[config.mk]
export PLATFORM = sky130hd
export DESIGN_NAME = mmio_uart_ctrl
export DESIGN_NICKNAME = d
export VERILOG_FILES = /design/src/rtl/mmio_pkg.sv /design/src/rtl/sync_fifo.sv /design/src/rtl/mmio_uart_ctrl.sv
export SDC_FILE = /design/constraint.sdc
export NUM_CORES = 1
export LEC_CHECK = 0
export ABC_AREA = 1
export BUFFER_PORTS_ARGS = -buffer_cell sky130_fd_sc_hd__buf_4
export CAP_MARGIN = 30
export CELL_PAD_IN_SITES_DETAIL_PLACEMENT = 1
export CELL_PAD_IN_SITES_GLOBAL_PLACEMENT = 1
export CORE_MARGIN = 2
export CORE_UTILIZATION = 49
export CTS_CLUSTER_DIAMETER = 100
export CTS_CLUSTER_SIZE = 12
export DETAILED_ROUTE_END_ITERATION = 8
export GPL_TIMING_DRIVEN = 0
export PLACE_DENSITY_LB_ADDON = 0.1
export SYNTH_ARGS = -nofsm -noshare
export SYNTH_HDL_FRONTEND = slang
export SYNTH_SLANG_ARGS = --single-unit
[constraint.sdc]
create_clock -name clk -period 6.7 [get_ports clk]
set_clock_uncertainty 0.1 [all_clocks]
set_input_delay 1.675 -clock clk [delete_from_list [all_inputs] [get_ports clk]]
set_output_delay 1.675 -clock clk [all_outputs]
set_load 0.01 [all_outputs]
[src/rtl/mmio_pkg.sv]
// mmio_pkg: shared definitions for the MMIO UART/counter block.
//   - Register offsets as seen on req_addr (ALU_out[7:0]).
//   - Bit positions inside the control (0x00) and status (0x0C) words.
package mmio_pkg;

    localparam logic [7:0] MMIO_UART_CTRL = 8'h00;  // R : FIFO state bits
    localparam logic [7:0] MMIO_UART_RX   = 8'h04;  // R : pop RX FIFO
    localparam logic [7:0] MMIO_UART_TX   = 8'h08;  // W : push TX FIFO
    localparam logic [7:0] MMIO_STATUS    = 8'h0C;  // RW: overflow flags, counts
    localparam logic [7:0] MMIO_CYC_CNT   = 8'h10;  // R : cycle counter
    localparam logic [7:0] MMIO_INST_CNT  = 8'h14;  // R : instruction counter
    localparam logic [7:0] MMIO_CNT_RST   = 8'h18;  // W : zero both counters

    // Control word bits
    localparam int CTRL_TX_NOT_FULL  = 0;
    localparam int CTRL_RX_NOT_EMPTY = 1;

    // Status word bits / fields
    localparam int ST_TX_OVF    = 0;
    localparam int ST_RX_OVF    = 1;
    localparam int ST_RX_CNT_LO = 8;
    localparam int ST_TX_CNT_LO = 16;

endpackage

[src/rtl/sync_fifo.sv]
// sync_fifo: single-clock FIFO with registered pointers and occupancy count.
//   clk, rst    : clock, synchronous active-high reset (pointers/count only)
//   push, wdata : write strobe and data; caller guarantees room (or a
//                 simultaneous pop when full)
//   pop         : read strobe; caller guarantees not empty
//   rdata       : current head entry (combinational)
//   full, empty : occupancy flags
//   count       : number of stored entries, $clog2(DEPTH)+1 bits
module sync_fifo #(
    parameter int WIDTH = 8,
    parameter int DEPTH = 8
) (
    input  logic                       clk,
    input  logic                       rst,
    input  logic                       push,
    input  logic [WIDTH-1:0]           wdata,
    input  logic                       pop,
    output logic [WIDTH-1:0]           rdata,
    output logic                       full,
    output logic                       empty,
    output logic [$clog2(DEPTH):0]     count
);

    localparam int AW = $clog2(DEPTH);
    localparam int CW = AW + 1;

    logic [WIDTH-1:0] mem [DEPTH];
    logic [AW-1:0]    wptr_q;
    logic [AW-1:0]    rptr_q;
    logic [CW-1:0]    count_q;

    // Storage carries data only, so it is not reset. On a full push+pop the
    // write lands on the slot being popped, whose head value is already
    // consumed this cycle.
    always_ff @(posedge clk) begin
        if (push) begin
            mem[wptr_q] <= wdata;
        end
    end

    // DEPTH is a power of two, so natural pointer overflow is the wrap.
    always_ff @(posedge clk) begin
        if (rst) begin
            wptr_q  <= '0;
            rptr_q  <= '0;
            count_q <= '0;
        end else begin
            if (push) wptr_q <= wptr_q + 1'b1;
            if (pop)  rptr_q <= rptr_q + 1'b1;
            count_q <= count_q + CW'(push) - CW'(pop);
        end
    end

    assign rdata = mem[rptr_q];
    assign full  = (count_q == CW'(DEPTH));
    assign empty = (count_q == '0);
    assign count = count_q;

endmodule

[src/rtl/mmio_uart_ctrl.sv]
// mmio_uart_ctrl: memory-mapped UART FIFOs and performance counters.
//   clk, rst          : clock, synchronous active-high reset
//   req_valid/we/addr : CPU access (already decoded by addr[31]), store/load,
//   req_wdata           byte offset and store data
//   rdata, rdata_valid: registered load response, one cycle after request
//   inst_retired      : retire pulse for the instruction counter
//   tx_data/valid/ready : TX FIFO head towards the UART transmitter
//   rx_data/valid/ready : bytes from the UART receiver (never stalled)
module mmio_uart_ctrl
    import mmio_pkg::*;
#(
    parameter int FIFO_DEPTH = 8,
    parameter int DATA_W     = 8,
    parameter int CNT_W      = 32
) (
    input  logic              clk,
    input  logic              rst,
    input  logic              req_valid,
    input  logic              req_we,
    input  logic [7:0]        req_addr,
    input  logic [31:0]       req_wdata,
    output logic [31:0]       rdata,
    output logic              rdata_valid,
    input  logic              inst_retired,
    output logic [DATA_W-1:0] tx_data,
    output logic              tx_valid,
    input  logic              tx_ready,
    input  logic [DATA_W-1:0] rx_data,
    input  logic              rx_valid,
    output logic              rx_ready
);

    localparam int CW = $clog2(FIFO_DEPTH) + 1;

    logic              rd_p0;
    logic              wr_p0;
    logic              wr_tx_p0;
    logic              wr_status_p0;
    logic              wr_cnt_rst_p0;
    logic              rd_rx_p0;

    logic              tx_push;
    logic              tx_pop;
    logic              tx_full;
    logic              tx_empty;
    logic [CW-1:0]     tx_count;

    logic              rx_push;
    logic              rx_pop;
    logic              rx_full;
    logic              rx_empty;
    logic [CW-1:0]     rx_count;
    logic [DATA_W-1:0] rx_head;

    logic              tx_ovf_q;
    logic              rx_ovf_q;
    logic              tx_ovf_set;
    logic              rx_ovf_set;

    logic [CNT_W-1:0]  cyc_cnt_q;
    logic [CNT_W-1:0]  inst_cnt_q;

    logic [31:0]       rd_mux_p0;
    logic [31:0]       rdata_p1;
    logic              vld_p1;

    // Store data above the UART byte only matters for the W1C bits.
    logic              unused_wdata;
    assign unused_wdata = ^req_wdata[31:DATA_W];

    // ---- Stage p0: request decode, FIFO handshakes, read mux ----
    assign rd_p0         = req_valid && !req_we;
    assign wr_p0         = req_valid &&  req_we;
    assign wr_tx_p0      = wr_p0 && (req_addr == MMIO_UART_TX);
    assign wr_status_p0  = wr_p0 && (req_addr == MMIO_STATUS);
    assign wr_cnt_rst_p0 = wr_p0 && (req_addr == MMIO_CNT_RST);
    assign rd_rx_p0      = rd_p0 && (req_addr == MMIO_UART_RX);

    // A push into a full FIFO is still accepted when the same edge frees a
    // slot; otherwise it is dropped and recorded as an overflow.
    assign tx_valid   = !tx_empty;
    assign tx_pop     = tx_valid && tx_ready;
    assign tx_push    = wr_tx_p0 && (!tx_full || tx_pop);
    assign tx_ovf_set = wr_tx_p0 && !tx_push;

    assign rx_ready   = 1'b1;
    assign rx_pop     = rd_rx_p0 && !rx_empty;
    assign rx_push    = rx_valid && (!rx_full || rx_pop);
    assign rx_ovf_set = rx_valid && !rx_push;

    sync_fifo #(
        .WIDTH (DATA_W),
        .DEPTH (FIFO_DEPTH)
    ) u_tx_fifo (
        .clk   (clk),
        .rst   (rst),
        .push  (tx_push),
        .wdata (req_wdata[DATA_W-1:0]),
        .pop   (tx_pop),
        .rdata (tx_data),
        .full  (tx_full),
        .empty (tx_empty),
        .count (tx_count)
    );

    sync_fifo #(
        .WIDTH (DATA_W),
        .DEPTH (FIFO_DEPTH)
    ) u_rx_fifo (
        .clk   (clk),
        .rst   (rst),
        .push  (rx_push),
        .wdata (rx_data),
        .pop   (rx_pop),
        .rdata (rx_head),
        .full  (rx_full),
        .empty (rx_empty),
        .count (rx_count)
    );

    // Sticky flags: a set in the same cycle as its W1C clear wins.
    always_ff @(posedge clk) begin
        if (rst) begin
            tx_ovf_q <= 1'b0;
            rx_ovf_q <= 1'b0;
        end else begin
            tx_ovf_q <= tx_ovf_set ||
                        (tx_ovf_q && !(wr_status_p0 && req_wdata[ST_TX_OVF]));
            rx_ovf_q <= rx_ovf_set ||
                        (rx_ovf_q && !(wr_status_p0 && req_wdata[ST_RX_OVF]));
        end
    end

    // Counter reset overrides both increments, including a coincident retire.
    always_ff @(posedge clk) begin
        if (rst || wr_cnt_rst_p0) begin
            cyc_cnt_q  <= '0;
            inst_cnt_q <= '0;
        end else begin
            cyc_cnt_q  <= cyc_cnt_q + 1'b1;
            inst_cnt_q <= inst_cnt_q + CNT_W'(inst_retired);
        end
    end

    always_comb begin
        rd_mux_p0 = '0;
        if (rd_p0) begin
            case (req_addr)
                MMIO_UART_CTRL: begin
                    rd_mux_p0[CTRL_TX_NOT_FULL]  = !tx_full;
                    rd_mux_p0[CTRL_RX_NOT_EMPTY] = !rx_empty;
                end
                MMIO_UART_RX: begin
                    if (!rx_empty) rd_mux_p0 = 32'(rx_head);
                end
                MMIO_STATUS: begin
                    rd_mux_p0[ST_TX_OVF]                   = tx_ovf_q;
                    rd_mux_p0[ST_RX_OVF]                   = rx_ovf_q;
                    rd_mux_p0[ST_RX_CNT_LO +: 8]           = 8'(rx_count);
                    rd_mux_p0[ST_TX_CNT_LO +: 8]           = 8'(tx_count);
                end
                MMIO_CYC_CNT:  rd_mux_p0 = 32'(cyc_cnt_q);
                MMIO_INST_CNT: rd_mux_p0 = 32'(inst_cnt_q);
                default:       rd_mux_p0 = '0;
            endcase
        end
    end

    // ---- Stage p1: registered load response ----
    always_ff @(posedge clk) begin
        if (rst) begin
            rdata_p1 <= '0;
            vld_p1   <= 1'b0;
        end else begin
            rdata_p1 <= rd_mux_p0;
            vld_p1   <= rd_p0;
        end
    end

    assign rdata       = rdata_p1;
    assign rdata_valid = vld_p1;

endmodule

==> results.ini <==
[die]
die-area_mm2=0.0241
ios=98
fp.dieH_um=155
num_rows=55
start_util=0.498
die_w_um=155
core-area_mm2=0.0225

[synth]
yosysTopAreaCellShare=0.343
synth.avg_cell_area_um2=8.79
synth_ff_type=edfxtp_1
yosysSeqAreaShare=0.567
async_flop_share=0
synth_nets=1349
yosys.area.top_type=edfxtp_1
synth_most_common_cell=nand2_1
synth_warnings=0
synth_seq_cells=253
synth_common_cells=nand2_1 (270), nor2_1 (204), edfxtp_1 (128)
synth_area_leaders=edfxtp_1 (34%), dfxtp_1 (22%), nand2_1 (9.1%)
synth_enable_flop_cells=128
synth_area_mm2=0.0112
synth_cell_types=37
synth_cells=1274

[final_layout]
diodes=0
area_growth_pct=14.7
fin_nets=1452
final_util=0.571
num-fill-cells=2659
drive_above_1_share=0.121
finalNonFillerCells=1677

[clock_network]
numCtsBuffers=25
cts.sink_count=253
cts_setup_buffers=0
cts_hold_buf=0
cts_tree=done
clkLatencyLatePin_ns=0.54
post_cts_resized=0
htree_levels=1
clockBufferDepth=3
clk_pin_slew_worst_paths_ns=0.06
cts_root_buf=clkbuf_16

[sta]
min_period_ns=4.02
max_clock_freq_mhz=249
slew_viol_final=0
slew_headroom=0.342
rsz0062_at_grt=false
hold_viol_final=0
fin_crit_sh=0.601
setup_viol=0
worstMarginPinSlew_ns=0.983
setup_tns_ns=0

[critical_path]
path_class=flop to output pin
r2r-start=u_tx_fifo.count[3]
crit_family=buffers and inverters
critPathArrivalTime_ns=2.25
critical_path_buf_inv_count=3
start_kind=flop
cp_max_fo=10
max_stage_delay_ns=0.52
crit_path_cell_trace=inv_1 > clkbuf_1 > nor2_1 > o32ai_1 > nand2_1 > nand2_1 > buf_4
required_ns=4.93
crit_slowest_cell=clkbuf_1
crit_top_cell=nand2_1
cp-end-kind=output pin

[power]
power.density_mw_per_mm2=276
ir_drop_mv=0.222
power.leakage_nw=4.64

[placement]
finalWeightedCongestion=0.853
portBuffers=71
hpwl_um=23800
dp.cells=1635

[hold_path]
hp-class=flop to flop
min_from=u_tx_fifo.rptr_q[2]

[grt]
overflow=0
antenna_found_initial=0
grt_pass1_vias=9676
grt_usage=0.277
grt_first_pass_wirelength_um=52000
grt_max_degree=14

[routing]
via_per_inst=5.51
wire_per_inst_um=19.4
route.vias.total=9246
drcViolationCount=0
routed_wl_um=32600
drt-pass1-iter-count=4
drt_iter0_drc=615
antenna_left=0

[run_status]
status=finished clean

[run]
drv_cap=0

metal layers:
layer / track usage / vias up / share of wire
li1: - / 4442 / -
met1: 0.378 / 4517 / 0.45
met2: 0.460 / 226 / 0.47
met3: 0.0359 / 61 / 0.048
met4: 0.0908 / 0 / 0.030
met5: 0 / - / 0
final timing paths:
path | endpoint | cells past startpoint | slack [ns]
worst max-delay path | tx_data[4] | 7 | 2.68
worst min-delay path | flop | 1 | 0.37
worst max register to register | u_tx_fifo.mem[0][7] | 10 | 3.87
worst min register to register | flop | 1 | 0.37
layout make-up:
cell class | instances | area (um2) | area share
multi-input combinational | 855 | 4190 | 0.326
clock inverter | 2 | 20.0 | 0.00156
inverter | 129 | 487 | 0.0379
sequential | 253 | 6350 | 0.494
timing repair buffer | 76 | 571 | 0.0444
tap | 285 | 357 | 0.0278
clock buffer | 40 | 683 | 0.0532
buffer | 37 | 189 | 0.0147
placed cells by master (no fill, tap or decap), types with 2 or more instances in the layout:
cell type  count
buf_2         13
o211ai_1      19
nor2_1       204
nor3_1        26
nand3_1       58
nand2_1      270
clkbuf_1      31
edfxtp_1     128
nand4_1       13
ha_1          18
nor3b_1        4
dfxtp_1      125
o32ai_1       16
clkinv_2       2
a21oi_1       86
nor3_2         5
o21ai_0       67
o21ai_1        6
clkbuf_16     25
buf_6          3
nand2_2       10
inv_2         10
nor2_2        11
xnor2_1        4
fa_1           2
buf_4         79
nand3b_1      13
xor2_1        12
nor2_4         4
inv_1        117
sequential cells by signal, indices dropped and copies added (netlist names), named ones only:
| register | flops |
|---|---|
| cyc_cnt_q | 32 |
| inst_cnt_q | 32 |
| rdata | 32 |
| rdata_valid | 1 |
| rx_ovf_q | 1 |
| tx_ovf_q | 1 |
| u_rx_fifo.count | 4 |
| u_rx_fifo.mem | 64 |
| u_rx_fifo.rptr_q | 3 |
| u_rx_fifo.wptr_q | 3 |
| u_tx_fifo.count | 4 |
| u_tx_fifo.mem | 64 |
| u_tx_fifo.rptr_q | 3 |
| u_tx_fifo.wptr_q | 3 |
logic make-up (layout without fill, tap and decap cells):
kind of cell / count (synthesis) / after routing / synth area share
flops: 253 / 253 / 0.567
buf+inv: 166 / 284 / 0.0603
simple gates: 622 / 622 / 0.239
fa+ha+maj: 20 / 20 / 0.0237
compound gates: 196 / 196 / 0.0978
other cells: 1 / 1 / 0.000335
xor+xnor: 16 / 16 / 0.0125
through the flow:
stage               worst slack [ns]  total power (W)  hold WS, ns  cell area, um2
finish                          2.68          0.00354        0.370           12800
floorplan                       3.21          0.00208        0.312           11200
detailed placement              2.56          0.00229        0.365           12100
CTS                             2.69          0.00356        0.377           12800
global route                    2.52          0.00369        0.394           12800
global placement                2.26          0.00226        0.325           12100
report_power, final:
| part | leakage [nW] | switching (W) | internal, W |
|---|---|---|---|
| Combinational | 2.13 | 0.000348 | 0.000194 |
| Sequential | 2.17 | 0.0000369 | 0.00168 |
| Clock | 0.339 | 0.000583 | 0.000696 |
worst register-to-register path: cells and delay by family (launching register included):
| kind | cells | cell delay, ns |
|---|---|---|
| fa+ha+maj | 1 | 0.17 |
| buf+inv | 3 | 0.49 |
| simple gates | 6 | 1.39 |
| flops | 1 | 0.39 |
Power figures use the tool's default switching activity.
